$ cat src/rtl/icache.sv
// Direct-mapped read-only instruction cache with zero-cycle hits and a single-line fill handshake.
// Optional hit/miss counters are enabled with the ICACHE_STATS_EN macro.
module icache #(
  parameter int ICLLEN = 128,
  parameter int NLINES = 4,
  parameter int ADDR_W = 32
) (
  input  logic              clk,
  input  logic              rst,
  input  logic              fetch_req,
  input  logic [ADDR_W-1:0] fetch_addr,
  output logic              fetch_rdy,
  output logic [31:0]       fetch_instr,
  input  logic              flush,
  output logic              mem_ldp,
  output logic [ADDR_W-1:0] mem_addr,
  input  logic              mem_ldr,
  input  logic [ICLLEN-1:0] mem_ldData,
  output logic [31:0]       hit_cnt,
  output logic [31:0]       miss_cnt
);

  localparam int WORDS  = ICLLEN / 32;
  localparam int WSEL_W = $clog2(WORDS);
  localparam int OFF_W  = WSEL_W + 2;
  localparam int IDX_W  = $clog2(NLINES);
  localparam int TAG_W  = ADDR_W - OFF_W - IDX_W;

  typedef enum logic {IDLE, MISS} state_t;

  state_t              state_q, state_d;
  logic [NLINES-1:0]   valid_q;
  logic [TAG_W-1:0]    tag_q  [NLINES];
  logic [ICLLEN-1:0]   data_q [NLINES];
  logic [ADDR_W-1:0]   mem_addr_q;
  logic                discard_q;

  logic [IDX_W-1:0]    idx, fill_idx;
  logic [TAG_W-1:0]    tag, fill_tag;
  logic [WSEL_W-1:0]   wsel;
  logic                hit, fill, miss_start;
  logic                addr_unused;

  assign idx         = fetch_addr[OFF_W +: IDX_W];
  assign tag         = fetch_addr[ADDR_W-1 -: TAG_W];
  assign wsel        = fetch_addr[2 +: WSEL_W];
  assign fill_idx    = mem_addr_q[OFF_W +: IDX_W];
  assign fill_tag    = mem_addr_q[ADDR_W-1 -: TAG_W];
  assign addr_unused = ^fetch_addr[1:0];

  // A flush in the same cycle suppresses the hit so fetch never sees a line being invalidated.
  assign hit  = (state_q == IDLE) & fetch_req & ~flush & valid_q[idx] & (tag_q[idx] == tag);
  assign fill = (state_q == MISS) & mem_ldr;

  assign fetch_rdy   = hit;
  assign fetch_instr = hit ? data_q[idx][{wsel, 5'b0} +: 32] : 32'h0;
  assign mem_ldp     = (state_q == MISS);
  assign mem_addr    = mem_addr_q;

  always_comb begin
    state_d    = state_q;
    miss_start = 1'b0;
    case (state_q)
      IDLE: begin
        if (fetch_req && !hit && !flush) begin
          state_d    = MISS;
          miss_start = 1'b1;
        end
      end
      MISS: begin
        if (mem_ldr) state_d = IDLE;
      end
      default: state_d = IDLE;
    endcase
  end

  // discard_q remembers a flush seen during an outstanding fill so the returned line stays invalid.
  always_ff @(posedge clk) begin
    if (rst) begin
      state_q    <= IDLE;
      valid_q    <= '0;
      mem_addr_q <= '0;
      discard_q  <= 1'b0;
    end else begin
      state_q <= state_d;
      if (miss_start) begin
        mem_addr_q <= {fetch_addr[ADDR_W-1:OFF_W], {OFF_W{1'b0}}};
        discard_q  <= 1'b0;
      end else if ((state_q == MISS) && flush) begin
        discard_q <= 1'b1;
      end
      if (flush)
        valid_q <= '0;
      else if (fill && !discard_q)
        valid_q[fill_idx] <= 1'b1;
    end
  end

  always_ff @(posedge clk) begin
    if (fill) begin
      data_q[fill_idx] <= mem_ldData;
      tag_q[fill_idx]  <= fill_tag;
    end
  end

`ifdef ICACHE_STATS_EN
  logic [31:0] hit_q, miss_q;

  always_ff @(posedge clk) begin
    if (rst) begin
      hit_q  <= 32'h0;
      miss_q <= 32'h0;
    end else begin
      if (fetch_rdy)  hit_q  <= hit_q + 32'h1;
      if (miss_start) miss_q <= miss_q + 32'h1;
    end
  end

  assign hit_cnt  = hit_q;
  assign miss_cnt = miss_q;
`else
  assign hit_cnt  = 32'h0;
  assign miss_cnt = 32'h0;
`endif

endmodule

$ cat config.mk
export PLATFORM = sky130hd
export DESIGN_NAME = icache
export DESIGN_NICKNAME = d
export VERILOG_FILES = /design/src/rtl/icache.sv
export SDC_FILE = /design/constraint.sdc
export NUM_CORES = 1
export LEC_CHECK = 0
export ABC_AREA = 1
export ABC_CLOCK_PERIOD_IN_PS = 16500
export BUFFER_PORTS_ARGS = -buffer_cell sky130_fd_sc_hd__buf_2
export CORE_MARGIN = 2
export CORE_UTILIZATION = 40
export CTS_CLUSTER_DIAMETER = 120
export DETAILED_ROUTE_END_ITERATION = 7
export PLACE_DENSITY_LB_ADDON = 0.1
export SYNTH_ARGS = -nofsm -noshare
export SYNTH_HDL_FRONTEND = slang
export SYNTH_SLANG_ARGS = --single-unit
$ cat constraint.sdc
create_clock -name clk -period 16.5 [get_ports clk]
set_input_delay 1.65 -clock clk [delete_from_list [all_inputs] [get_ports clk]]
set_output_delay 1.65 -clock clk [all_outputs]
set_load 0.02 [all_outputs]
==> results of run 1 <==
-- kinds of logic after synthesis --
family / Yosys count / synth area share
and+or+nand+nor: 1060 / 0.161
DFF: 650 / 0.715
other: 1 / 0.000140
AOI/OAI and AO/OA: 298 / 0.0734
buffers and inverters: 260 / 0.0503
-- flip-flops by register name (all words and copies together) (netlist names) --
| name | flops |
|---|---|
| discard_q | 1 |
| mem_ldp | 1 |
| tag_q | 104 |
| data_q | 512 |
| mem_addr | 28 |
| valid_q | 4 |
-- synth_stat cells --
master and n:
a21oi_1 158, a22oi_1 32, a31oi_1 1, a32o_1 40, buf_1 22, buf_2 46
buf_4 70, buf_6 7, clkbuf_1 63, conb_1 1, dfxtp_1 34, edfxtp_1 616
inv_1 48, inv_2 4, nand2_1 716, nand3_1 215, nand4_1 5, nor2_1 80
nor3_1 40, nor3_2 1, nor3b_1 1, nor4_1 1, o2111ai_1 1, o211ai_1 41
o21ai_0 1, o311ai_0 24, or2_2 1
-- final cells by class --
type | count | area, um^2
fillers | 6060 | 35300
flip-flops and latches | 650 | 19200
multi-input cells | 1426 | 6580
clock buffers | 86 | 1960
repair buffers | 250 | 1380
well taps | 864 | 1080
clock inverters | 46 | 423
inverters | 52 | 208
diodes | 12 | 30.0
-- critical path, delay by kind of cell --
family	cells	cell delay, ns
buf+inv	4	2.43
simple gates	10	2.37
-- worst paths after layout --
check	end	slack, ns	cells past startpoint
min	valid_q[3]$_SDFFE_PP0P_	0.47	2
max reg2reg	data_q[1][118]$_DFFE_PP_	13.49	4
max	fetch_instr[18]	8.23	14
min reg2reg	valid_q[3]$_SDFFE_PP0P_	0.47	2
-- per-stage QoR --
stage	instance area, um^2	hold slack, ns	std cells	utilization	worst slack (ns)
2_1_floorplan	27100	0.433	2336	-	3.49
3_3_place_gp	28400	0.450	3242	0.430	8.41
3_5_place_dp	28400	0.461	3242	0.430	8.34
4_1_cts	30800	0.469	3374	0.466	8.32
5_1_grt	30800	0.487	3382	0.466	7.92
6_report	30800	0.468	3386	0.467	8.23
-- per-layer routing --
metal	part of all wire	vias to the layer above
li1	-	8365
met1	0.44	8794
met2	0.48	443
met3	0.058	122
met4	0.021	20
met5	0.0017	-
-- power by group through the flow --
stage / logic, mW / registers [mW] / clock network, mW
after floorplan: 0.153 / 1.88 / 0
after global placement: 0.243 / 1.87 / 0
after detailed placement: 0.247 / 1.87 / 0
after CTS: 0.248 / 1.84 / 1.64
after global routing: 0.272 / 1.84 / 1.70
final: 0.245 / 1.84 / 1.60
==> flow_summary_export.csv, run 1 <==
group,metric,value,unit
timing,tightest_slew,1.30,ns
synth,post_synth.cell_area_avg,11.8,um^2
timing,final.setup_skew,0.0253,ns
timing,final_hold_viol_count,0,
floorplan,start_util,0.406,
power_and_ir_drop,p_leak,11.5,nW
floorplan,die_h,263,um
worst_setup_path,critPathKind,"primary input to output pin",
route,wl,74.7,mm
floorplan,die_w,263,um
floorplan,core_area,66100,um^2
layout,drive_above_1_share,0.146,
clock_tree,cts_setup_buffers,0,
global_route,top_usage_layer,"met2",
synth,synth_seq_cells,650,
floorplan,core.rowCount,94,
clock_tree,cts-root-buf,"clkbuf_16",
clock_tree,hold_buffers,0,
synth,ys_warn_count,0,
synth,netlist_top_cells_area,"edfxtp_1, nand2_1, nand3_1",
worst_setup_path,cpMostUsedCell,"nand2_1",
placed_design,io_buffers,224,
worst_setup_path,crit_start,"fetch_addr[4]",
clock_tree,clk_latency,0.61,ns
synth,yosysUniqueCellTypes,27,
power_and_ir_drop,p_seq_frac,0.499,
floorplan,ios,295,
worst_setup_path,path_max_fanout,90,
global_route,use_met2,0.343,
timing,rsz0062_at_grt,"false",
route,dr.pass1.iters,5,
layout,nets,2619,
route,ant_nets,0,
global_route,grt_pass1_wl,111,mm
clock_tree,postCtsResizedCells,0,
power_and_ir_drop,power_frac_clock,0.434,
outcome,status,"complete, no violations",
floorplan,die_area,69200,um^2
worst_setup_path,worstPathRequired,14.85,ns
job,drv_cap,0,
route,vias,17700,
global_route,grtUsageMet1,0.292,
clock_tree,tritoncts,"done",
clock_tree,cts_buffer_depth,3,
global_route,gr-total-overflow,0,
power_and_ir_drop,power,3.68,mW
worst_setup_path,worstPathArrival,6.62,ns
timing,final.min_clock_period,8.27,ns
timing,setup-tns-final,0,ns
placed_design,hpwl,43.5,mm
power_and_ir_drop,swShare,0.225,
power_and_ir_drop,p_comb_frac,0.067,
synth,syn_inst,2269,
timing,slew_headroom,0.136,
power_and_ir_drop,switchingPower,0.828,mW
timing,slew_viol_final,0,
timing,fin_crit_sh,0.501,
clock_tree,cts_made_buffers,74,
synth,synth.top_cell.area_share,0.690,
placed_design,place.gp.congestion,0.887,
global_route,met3_usage,0.0445,
synth,synth_area,26800,um^2
synth,yosysTopAreaCell,"edfxtp_1",
power_and_ir_drop,cellPowerDensity,119,nW/um^2
layout,final_cell_mix,"nand2_1, edfxtp_1, buf_2",
route,wl_per_cell,22.1,um
worst_setup_path,slowest_stage,"buf_4",
clock_tree,cts_sinks,650,
timing,setup_viol,0,
global_route,grt_pass1_vias,17000,
power_and_ir_drop,peakVddDrop,0.0744,mV
min_path,hp-start,"valid_q[3]$_SDFFE_PP0P_",
route,drt_iter0_markers,1413,
clock_tree,clkTransAtPathRegs,0.06,ns
worst_setup_path,worstPathCellList,"buf_8 -> buf_4 -> buf_4 -> nand2_1 -> nand3_1 -> nand2_1 -> nand2_1 -> nand2_1 -> nor2_1 -> nand4_1 -> nor3_1 -> nand3_2 -> nor3_1 -> buf_2",
worst_setup_path,r2r_start,"mem_addr[4]$_SDFFE_PP0P_",
global_route,antenna_found_initial,29,
worst_setup_path,cp-end-kind,"output pin",
route,drc,0,
route,via_per_inst,5.24,
global_route,grt_use_total,0.213,
worst_setup_path,cp_slowest_stage_delay,0.87,ns
power_and_ir_drop,internal-power,2.85,mW
global_route,grt_max_degree,169,
timing,clock.fmax,121,MHz
min_path,hold_path.class,"flip-flop to flip-flop",
layout,layout_commonest_cell,"nand2_1",
layout,area_delta_synth_final,15.0,%
synth,yosysSeqAreaShare,0.715,
clock_tree,h-tree-depth,3,
worst_setup_path,crit_path_start_kind,"primary input",
Note: power is estimated with default switching activity, not from simulation.
==> run 2, diff against run 1 <==
--- a/config.mk
+++ b/config.mk
@@ -5,8 +5,8 @@
 export SDC_FILE = /design/constraint.sdc
 export NUM_CORES = 1
 export LEC_CHECK = 0
-export ABC_AREA = 1
-export ABC_CLOCK_PERIOD_IN_PS = 16500
+export ABC_AREA = 0
+export ABC_CLOCK_PERIOD_IN_PS = 8600
 export BUFFER_PORTS_ARGS = -buffer_cell sky130_fd_sc_hd__buf_2
 export CORE_MARGIN = 2
 export CORE_UTILIZATION = 40
==> constraint.sdc (replaced) <==
create_clock -name clk -period 8.6 [get_ports clk]
set_input_delay 0.86 -clock clk [delete_from_list [all_inputs] [get_ports clk]]
set_output_delay 0.86 -clock clk [all_outputs]
set_load 0.02 [all_outputs]
==> run 2 against run 1 <==
Synthesized cell count fell by 44%. Count of clock-buffer cells in the layout rose by 12. Global-route usage fell by 4.1 points. Via count fell by 27%. Utilization fell by 0.35 points. Worst setup slack got worse by 5.2 ns. Register-to-register slack got worse by 8.2 ns. Worst hold slack improved by 0.015 ns.
==> flow_summary_export.csv, run 2 <==
group,metric,value,unit
worst_setup_path,cp_num_buf_inv,2,
global_route,grt_pass1_vias,13700,
floorplan,die_h,261,um
synth,netlist_top_cells_area,"edfxtp_1, mux4_2, dfxtp_1",
route,dr.pass1.iters,5,
timing,tightest_slew,1.19,ns
layout,fin_area,30300,um^2
layout,drive_above_1_share,0.331,
clock_tree,cts_buffer_depth,3,
worst_setup_path,slowest_stage,"nand4bb_4",
clock_tree,cts_made_buffers,73,
global_route,antenna_found_initial,20,
layout,area_delta_synth_final,15.1,%
route,via_per_inst,5.33,
clock_tree,cts_setup_buffers,0,
timing,fin_crit_sh,0.647,
synth,post_synth.cell_area_avg,20.6,um^2
power_and_ir_drop,cellPowerDensity,223,nW/um^2
power_and_ir_drop,power,6.75,mW
timing,slew_viol_final,0,
synth,synth.top_cell.area_share,0.702,
worst_setup_path,critPathKind,"primary input to output pin",
synth,synth_area,26400,um^2
synth,synth_edf_count,616,
floorplan,start_util,0.402,
synth,ys_warn_count,0,
worst_setup_path,crit_path_start_kind,"primary input",
timing,setup_slack,3.04,ns
floorplan,ios,295,
layout,largest_register,"data_q",
worst_setup_path,cp_slowest_stage_delay,0.76,ns
synth,synth_ff_type,"edfxtp_1",
route,wl_per_cell,23.6,um
floorplan,core_area,65500,um^2
synth,synth_seq_cells,650,
layout,nets,1688,
synth,synth_common_cells,"edfxtp_1, mux4_2, buf_4",
global_route,grt_max_degree,139,
job,drv_cap,0,
route,drt_iter0_markers,776,
layout,layout_commonest_cell,"edfxtp_1",
min_path,hold_path.class,"primary input to flip-flop",
clock_tree,clk_latency,0.60,ns
worst_setup_path,worstPathCellList,"clkbuf_8 -> mux2_2 -> a222oi_1 -> a31oi_1 -> nor4_1 -> nand4bb_4 -> and2b_1 -> buf_2",
global_route,grt_pass1_wl,86.9,mm
worst_setup_path,path_max_fanout,90,
worst_setup_path,worstPathRequired,7.74,ns
clock_tree,cts-root-buf,"clkbuf_16",
clock_tree,tritoncts,"done",
worst_setup_path,cp-end-kind,"output pin",
layout,multi_input_area,6580,um^2
placed_design,io_buffers,224,
power_and_ir_drop,p_leak,10.3,nW
global_route,gr-total-overflow,0,
synth,syn_inst,1281,
worst_setup_path,worstPathArrival,4.70,ns
outcome,status,"complete, no violations",
synth,yosysTopAreaCell,"edfxtp_1",
route,met1_length,23.9,mm
layout,fill_cells,5640,
synth,yosysSeqAreaShare,0.728,
route,wl,57.8,mm
clock_tree,cts_sinks,650,
timing,whs,0.483,ns
worst_setup_path,crit_family,"simple AND/OR/NAND/NOR gates",
timing,final.setup_skew,0.0250,ns
timing,slew_headroom,0.205,
timing,rsz0062_at_grt,"false",
layout,final_cell_mix,"edfxtp_1, buf_2, mux4_2",
layout,largest_register_ffs,512,
route,vias,13000,
worst_setup_path,rrSetupSlack,5.32,ns
placed_design,pre_cts_ws,3.00,ns
synth,yosysMostFrequentCell,"edfxtp_1",
floorplan,core.rowCount,94,
timing,setup-tns-final,0,ns
floorplan,die_area,68000,um^2
placed_design,hpwl,31.5,mm
floorplan,die_w,261,um
route,ant_nets,0,
global_route,grt_use_total,0.172,
power_and_ir_drop,peakVddDrop,0.142,mV
placed_design,place.gp.congestion,0.739,
timing,final.min_clock_period,5.56,ns
timing,clock.fmax,180,MHz
route,top_layer_used,"met5",
synth,ys_async_sr_fraction,0,
timing,setup_viol,0,
clock_tree,h-tree-depth,3,
route,wl_met3,3.50,mm
placed_design,placed_area,28200,um^2
route,drc,0,
synth,yosysUniqueCellTypes,53,
timing,final_hold_viol_count,0,
clock_tree,postCtsResizedCells,0,
layout,seq_area,19200,um^2
route,wl_met2,29.1,mm
clock_tree,hold_buffers,0,
clock_tree,clkTransAtPathRegs,0.06,ns
==> run 2: changes by cell type after synthesis, moves of 29 or more <==
cell / previous run / this run
nand2_1: 716 / 41
nand3_1: 215 / 1
mux4_2: 0 / 175
a21oi_1: 158 / 10
nor2_1: 80 / 3
mux2i_1: 0 / 53
inv_1: 48 / 7
a32o_1: 40 / 0
o211ai_1: 41 / 2
a22oi_1: 32 / 3
buf_2: 46 / 17
==> run 2: path summary, 6_finish.rpt <==
path                                                 end                startpoint  cells after the start
worst max-delay path                      fetch_instr[0]             fetch_addr[5]                      8
worst min-delay path             data_q[2][86]$_DFFE_PP_            mem_ldData[86]                      1
worst max register to register  data_q[1][108]$_DFFE_PP_  mem_addr[4]$_SDFFE_PP0P_                      4
worst min register to register   valid_q[1]$_SDFFE_PP0P_   valid_q[1]$_SDFFE_PP0P_                      2
==> run 2: routing by layer <==
metal / GRT usage / vias up
met5: 0 / -
met4: 0.0525 / 30
met3: 0.0433 / 106
met2: 0.287 / 353
met1: 0.224 / 6856
li1: - / 5682
==> run 2: power breakdown <==
group / total [mW] / switching [mW] / leakage [nW] / internal, mW
logic: 0.386 / 0.225 / 3.40 / 0.162
registers: 3.54 / 0.0256 / 5.89 / 3.51
clock network: 2.83 / 1.18 / 1.06 / 1.65
==> run 2: cells by family (layout without fill, tap and decap cells) <==
family                 after synthesis  count (layout)  synth area share
flip-flops                         650             650             0.728
multiplexers                       236             236             0.176
AND/OR/NAND/NOR                    167             167            0.0374
buffers and inverters              147             376            0.0338
AO/OA/AOI/OAI                       64              64            0.0191
XOR/XNOR                            16              16           0.00589
other                                1              73          0.000142
==> run 2: layout make-up <==
cell class / instances / share of cell area
Antenna cell: 5 / 0.000412
Clock buffer: 98 / 0.0657
Clock inverter: 31 / 0.00581
Inverter: 8 / 0.000990
Multi-Input combinational cell: 551 / 0.217
Sequential cell: 650 / 0.632
Tap cell: 864 / 0.0356
Timing Repair Buffer: 239 / 0.0425
==> run 2: stage by stage <==
stage / instances / utilization
final: 2446 / 0.463
after global routing: 2445 / 0.463
after CTS: 2441 / 0.463
after detailed placement: 2312 / 0.430
after global placement: 2312 / 0.430
after floorplan: 1348 / -
